$ cat config.mk
export PLATFORM = sky130hd
export DESIGN_NAME = ps2_key_tracker
export DESIGN_NICKNAME = d
export VERILOG_FILES = /design/src/rtl/ps2_key_tracker.sv
export SDC_FILE = /design/constraint.sdc
export NUM_CORES = 1
export LEC_CHECK = 0
export BUFFER_PORTS_ARGS = -buffer_cell sky130_fd_sc_hd__clkbuf_2
export CAP_MARGIN = 15
export CORE_MARGIN = 1
export CORE_UTILIZATION = 55
export CTS_CLUSTER_SIZE = 24
export DETAILED_ROUTE_END_ITERATION = 8
export PLACE_DENSITY = 0.84
export SYNTH_ARGS = -nofsm -noshare
export SYNTH_HDL_FRONTEND = slang
export SYNTH_SLANG_ARGS = --single-unit
$ cat constraint.sdc
create_clock -name clock -period 4.6 [get_ports clock]
set_clock_uncertainty 0.05 [all_clocks]
set_input_delay 0.69 -clock clock [delete_from_list [all_inputs] [get_ports clock]]
set_output_delay 0.69 -clock clock [all_outputs]
set_load 0.005 [all_outputs]
$ cat src/rtl/ps2_key_tracker.sv
// Decodes PS/2 set-2 make/break byte sequences and tracks a configurable set of keys,
// producing per-key hold/toggle state, press/release pulses and protocol error pulses.
module ps2_key_tracker #(
    parameter int                      NUM_KEYS       = 4,
    parameter logic [NUM_KEYS*9-1:0]   KEY_CODES      = {9'h1_74, 9'h1_6B, 9'h0_29, 9'h0_5A},
    parameter logic [NUM_KEYS-1:0]     TOGGLE_MASK    = '0,
    parameter int                      TIMEOUT_CYCLES = 100000
) (
    input  logic                clock,
    input  logic                reset,
    input  logic [7:0]          rx_data,
    input  logic                rx_valid,
    output logic [NUM_KEYS-1:0] key_state,
    output logic [NUM_KEYS-1:0] key_press,
    output logic [NUM_KEYS-1:0] key_release,
    output logic                any_held,
    output logic [8:0]          last_code,
    output logic                seq_error
);

    localparam int CW = $clog2(TIMEOUT_CYCLES + 1);
    localparam logic [CW-1:0] CNT_MAX = CW'(TIMEOUT_CYCLES);
    localparam logic [7:0] BYTE_EXT = 8'hE0;
    localparam logic [7:0] BYTE_BRK = 8'hF0;

    typedef enum logic [1:0] {
        IDLE,
        EXT,
        BRK,
        EXT_BRK
    } state_t;

    state_t              state_q, state_d;
    logic [CW-1:0]       cnt_q, cnt_d;
    logic [NUM_KEYS-1:0] held_q, held_d;
    logic [NUM_KEYS-1:0] keyState_q, keyState_d;
    logic [NUM_KEYS-1:0] press_q, press_d;
    logic [NUM_KEYS-1:0] release_q, release_d;
    logic                anyHeld_q;
    logic [8:0]          lastCode_q, lastCode_d;
    logic                seqError_q, seqError_d;

    logic                complete;
    logic                isBreak;
    logic                extFlag;

    always_ff @(posedge clock) begin
        if (reset) begin
            state_q    <= IDLE;
            cnt_q      <= '0;
            held_q     <= '0;
            keyState_q <= '0;
            press_q    <= '0;
            release_q  <= '0;
            anyHeld_q  <= 1'b0;
            lastCode_q <= 9'h000;
            seqError_q <= 1'b0;
        end else begin
            state_q    <= state_d;
            cnt_q      <= cnt_d;
            held_q     <= held_d;
            keyState_q <= keyState_d;
            press_q    <= press_d;
            release_q  <= release_d;
            anyHeld_q  <= |held_d;
            lastCode_q <= lastCode_d;
            seqError_q <= seqError_d;
        end
    end

    always_comb begin
        state_d    = state_q;
        cnt_d      = cnt_q;
        complete   = 1'b0;
        isBreak    = 1'b0;
        extFlag    = 1'b0;
        seqError_d = 1'b0;
        if (rx_valid) begin
            cnt_d = '0;
            unique case (state_q)
                IDLE: begin
                    if (rx_data == BYTE_EXT)      state_d = EXT;
                    else if (rx_data == BYTE_BRK) state_d = BRK;
                    else                          complete = 1'b1;
                end
                EXT: begin
                    if (rx_data == BYTE_BRK) begin
                        state_d = EXT_BRK;
                    end else if (rx_data == BYTE_EXT) begin
                        seqError_d = 1'b1;
                    end else begin
                        complete = 1'b1;
                        extFlag  = 1'b1;
                        state_d  = IDLE;
                    end
                end
                BRK, EXT_BRK: begin
                    if (rx_data == BYTE_BRK) begin
                        seqError_d = 1'b1;
                        state_d    = IDLE;
                    end else if (rx_data == BYTE_EXT) begin
                        seqError_d = 1'b1;
                        state_d    = EXT;
                    end else begin
                        complete = 1'b1;
                        isBreak  = 1'b1;
                        extFlag  = (state_q == EXT_BRK);
                        state_d  = IDLE;
                    end
                end
                default: state_d = IDLE;
            endcase
        end else if (state_q == IDLE) begin
            cnt_d = '0;
        end else if (cnt_q == CNT_MAX) begin
            // Stalled mid-sequence: drop the partial bytes and flag it
            seqError_d = 1'b1;
            state_d    = IDLE;
            cnt_d      = '0;
        end else begin
            cnt_d = cnt_q + CW'(1);
        end
    end

    always_comb begin
        held_d     = held_q;
        keyState_d = keyState_q;
        press_d    = '0;
        release_d  = '0;
        lastCode_d = complete ? {extFlag, rx_data} : lastCode_q;
        for (int i = 0; i < NUM_KEYS; i++) begin
            if (complete && ({extFlag, rx_data} == KEY_CODES[9*i +: 9])) begin
                held_d[i] = ~isBreak;
            end
            press_d[i]   = held_d[i] & ~held_q[i];
            release_d[i] = ~held_d[i] & held_q[i];
            keyState_d[i] = TOGGLE_MASK[i] ? (keyState_q[i] ^ press_d[i]) : held_d[i];
        end
    end

    assign key_state   = keyState_q;
    assign key_press   = press_q;
    assign key_release = release_q;
    assign any_held    = anyHeld_q;
    assign last_code   = lastCode_q;
    assign seq_error   = seqError_q;

endmodule
==> flow_summary.yaml <==
route:
  wl_per_cell_um: 12.5
  drt_iter0_markers: 88
  dr_total_vias: 1511
  detail_route.drc_violations: 0
  dr.pass1.iters: 4
  routed_via_density: 5.44
  antenna_left: 0
  wirelength_mm: 3.47
sta:
  hold_violations: 0
  rsz0062_at_grt: "false"
  hold_ws_ps: 409
  worst_slew_pin_slew_ps: 537
  period_share_pct: 47.8
  relSlewSlack_pct: 63.7
  finalCriticalPeriod_ps: 2200
  setup_viol: 0
  setup_tns_ps: 0
  report.final.slew_viol_count: 0
  fmax_mhz: 455
placed_design:
  placed_cells: 270
  dp_hpwl_mm: 2.51
  portBuffers: 33
  routabilityCongestion: 0.823
  dpl_cell_area_mm2: 0.00200
finish:
  fin_nets: 246
  final.fill_count: 281
  seq_area_um2: 841
  multi_input_area_um2: 891
  syn2layout_area_growth_pct: 13.2
  layout_commonest_cell: "dfxtp_1"
  final_cell_mix: "dfxtp_1 (42), clkbuf_2 (33), nor2_1 (28)"
  drive_above_1_share_pct: 19.7
  stdcell_count: 278
  antenna_cells: 0
  final_area_mm2: 0.00207
  final_core_util_pct: 66.7
clocking:
  cts_setup_buffers: 0
  hold_buffers: 0
  cts_inserted_buffers: 5
  cts_tree: "done"
  clkLatencyLatePin_ps: 360
  cts_buffer_depth: 2
  cts.sinks: 42
  path_clk_slew_ps: 120
  h-tree-depth: 2
  root_buffer: "clkbuf_4"
  cts_resized: 0
die:
  die-area_mm2: 0.00356
  coreArea_mm2: 0.00310
  initial_utilization_pct: 58.9
  die_y_um: 59.6
  io_pins: 34
  row_count: 20
  die_w_um: 59.6
worst_hold_path:
  min_to: "key_press[3]"
  hold_depth: 1
  hold_path.startpoint: "key_state[3]"
  hold_path.class: "flop to flop"
power_and_ir_drop:
  p_switching_uw: 141
  seq_power_share_pct: 62.1
  vdd_drop_max_uv: 159
  p_clk_share_pct: 32.5
  p_comb_share_pct: 5.4
  p_leak_uw: 0.000817
  intPower_uw: 455
  switching_share_pct: 23.6
  powerDensity_mw_per_mm2: 288
setup_path:
  criticalPathCategory: "flop to flop"
  timing.rr.end: "cnt_q[2]"
  worstSetupStartpointType: "flop"
  cp_data_required_time_ps: 4790
  cp_max_fo: 17
  worstReg2RegStart: "cnt_q[1]"
  r2r_cells: 6
  cp_data_arrival_time_ps: 2390
  reg2reg_slack_ps: 2400
  endpoint_kind: "flop"
logic_synthesis:
  yosys_warnings: 0
  synth_edf_count: 0
  ys_seq_elements: 42
  synth.yosys.seq_area_share_pct: 46.0
  netlist_area_mm2: 0.00183
  synth_cells: 199
  synth_nets: 212
  avgSynthCellArea_um2: 9.18
  synth_ff_type: "dfxtp_1"
  yosysUniqueCellTypes: 40
  synthArstFlopShare_pct: 0
flow_run:
  drv_cap: 0
global_routing:
  grt_pass1_vias: 1375
  grt_max_degree: 21
  grt_pass1_wl_mm: 5.94
  overflow: 0
  grt_use_total_pct: 22.6
  antenna_found_initial: 0
status:
  status: "finished, final reports clean"
[Yosys cell counts, drive strengths merged, types with 2 or more instances]
library cell | count | area [um2]
nand4bb | 2 | 22.5
nand4 | 6 | 37.5
and3b | 2 | 17.5
nor4 | 9 | 71.3
a21oi | 6 | 30.0
and3 | 2 | 12.5
nor2b | 5 | 31.3
mux2i | 7 | 70.1
and4 | 2 | 17.5
nor4b | 3 | 26.3
clkbuf | 3 | 11.3
o21ai | 2 | 10.0
xor2 | 4 | 35.0
or3 | 4 | 25.0
nand2 | 14 | 52.6
nor3 | 5 | 25.0
or4b | 2 | 20.0
inv | 14 | 52.6
buf | 3 | 31.3
ha | 2 | 25.0
dfxtp | 42 | 841
nand3 | 7 | 35.0
nand4b | 3 | 26.3
xnor2 | 10 | 87.6
nor2 | 28 | 105
[how the worst max path moves through the flow]
stage | start | end | slack, ps | cells past startpoint
finish | cnt_q[1] | cnt_q[2] | 2400 | 6
global route | cnt_q[1] | cnt_q[2] | 2260 | 6
CTS | cnt_q[1] | cnt_q[2] | 2360 | 6
detailed placement | rx_data[0] | any_held | 2220 | 5
global placement | rx_data[0] | any_held | 2240 | 5
floorplan | rx_data[0] | any_held | 2470 | 4
[cells by family (layout without fill, tap and decap cells)]
logic type | after synthesis | count (layout) | synth area share, %
AND/OR/NAND/NOR | 100 | 100 | 31.8
flip-flops | 42 | 42 | 46.0
buffers and inverters | 20 | 55 | 5.20
XOR/XNOR | 14 | 14 | 6.71
AO/OA/AOI/OAI | 13 | 13 | 4.38
multiplexers | 8 | 8 | 4.45
adder cells (fa/ha/maj) | 2 | 2 | 1.37
[power groups by stage]
stage	logic (uW)	clock network [uW]	registers (uW)
global route	35.9	215	371
global placement	31.7	0	378
CTS	32.1	199	370
detailed placement	32.1	0	378
finish	32.1	193	370
floorplan	16.8	0	378
[cell type report]
type / instances / share of cell area [%]
multi-input combinational: 137 / 43.1
sequential: 42 / 40.7
timing repair buffer: 33 / 7.99
tap: 44 / 2.66
inverter: 14 / 2.54
clock buffer: 6 / 2.48
clock inverter: 2 / 0.605
[sequential cells by signal, indices dropped and copies added (netlist names)]
signal / count
key_press: 4
key_state: 4
cnt_q: 17
key_release: 4
seq_error: 1
state_q: 2
last_code: 9
any_held: 1
[per-layer routing]
metal,global-route usage [%],up-vias,share of wire [%]
li1,-,766,-
met1,26.3,691,43
met2,37.7,43,48
met3,5.02,11,5.4
met4,14.0,0,2.7
met5,0,-,0
[critical path: stages (launching register included)]
cell     delay (ps)
dfxtp_1         360
inv_1            70
ha_1            140
or4b_1          510
nor4_4          320
or3_1           520
nor2_1          110
[through the flow]
stage               power, uW  setup WS (ps)
detailed placement        410           2220
finish                    595           2400
floorplan                 395           2470
global placement          410           2240
global route              622           2260
CTS                       601           2360
No activity file was read; power rests on OpenSTA's default activity.
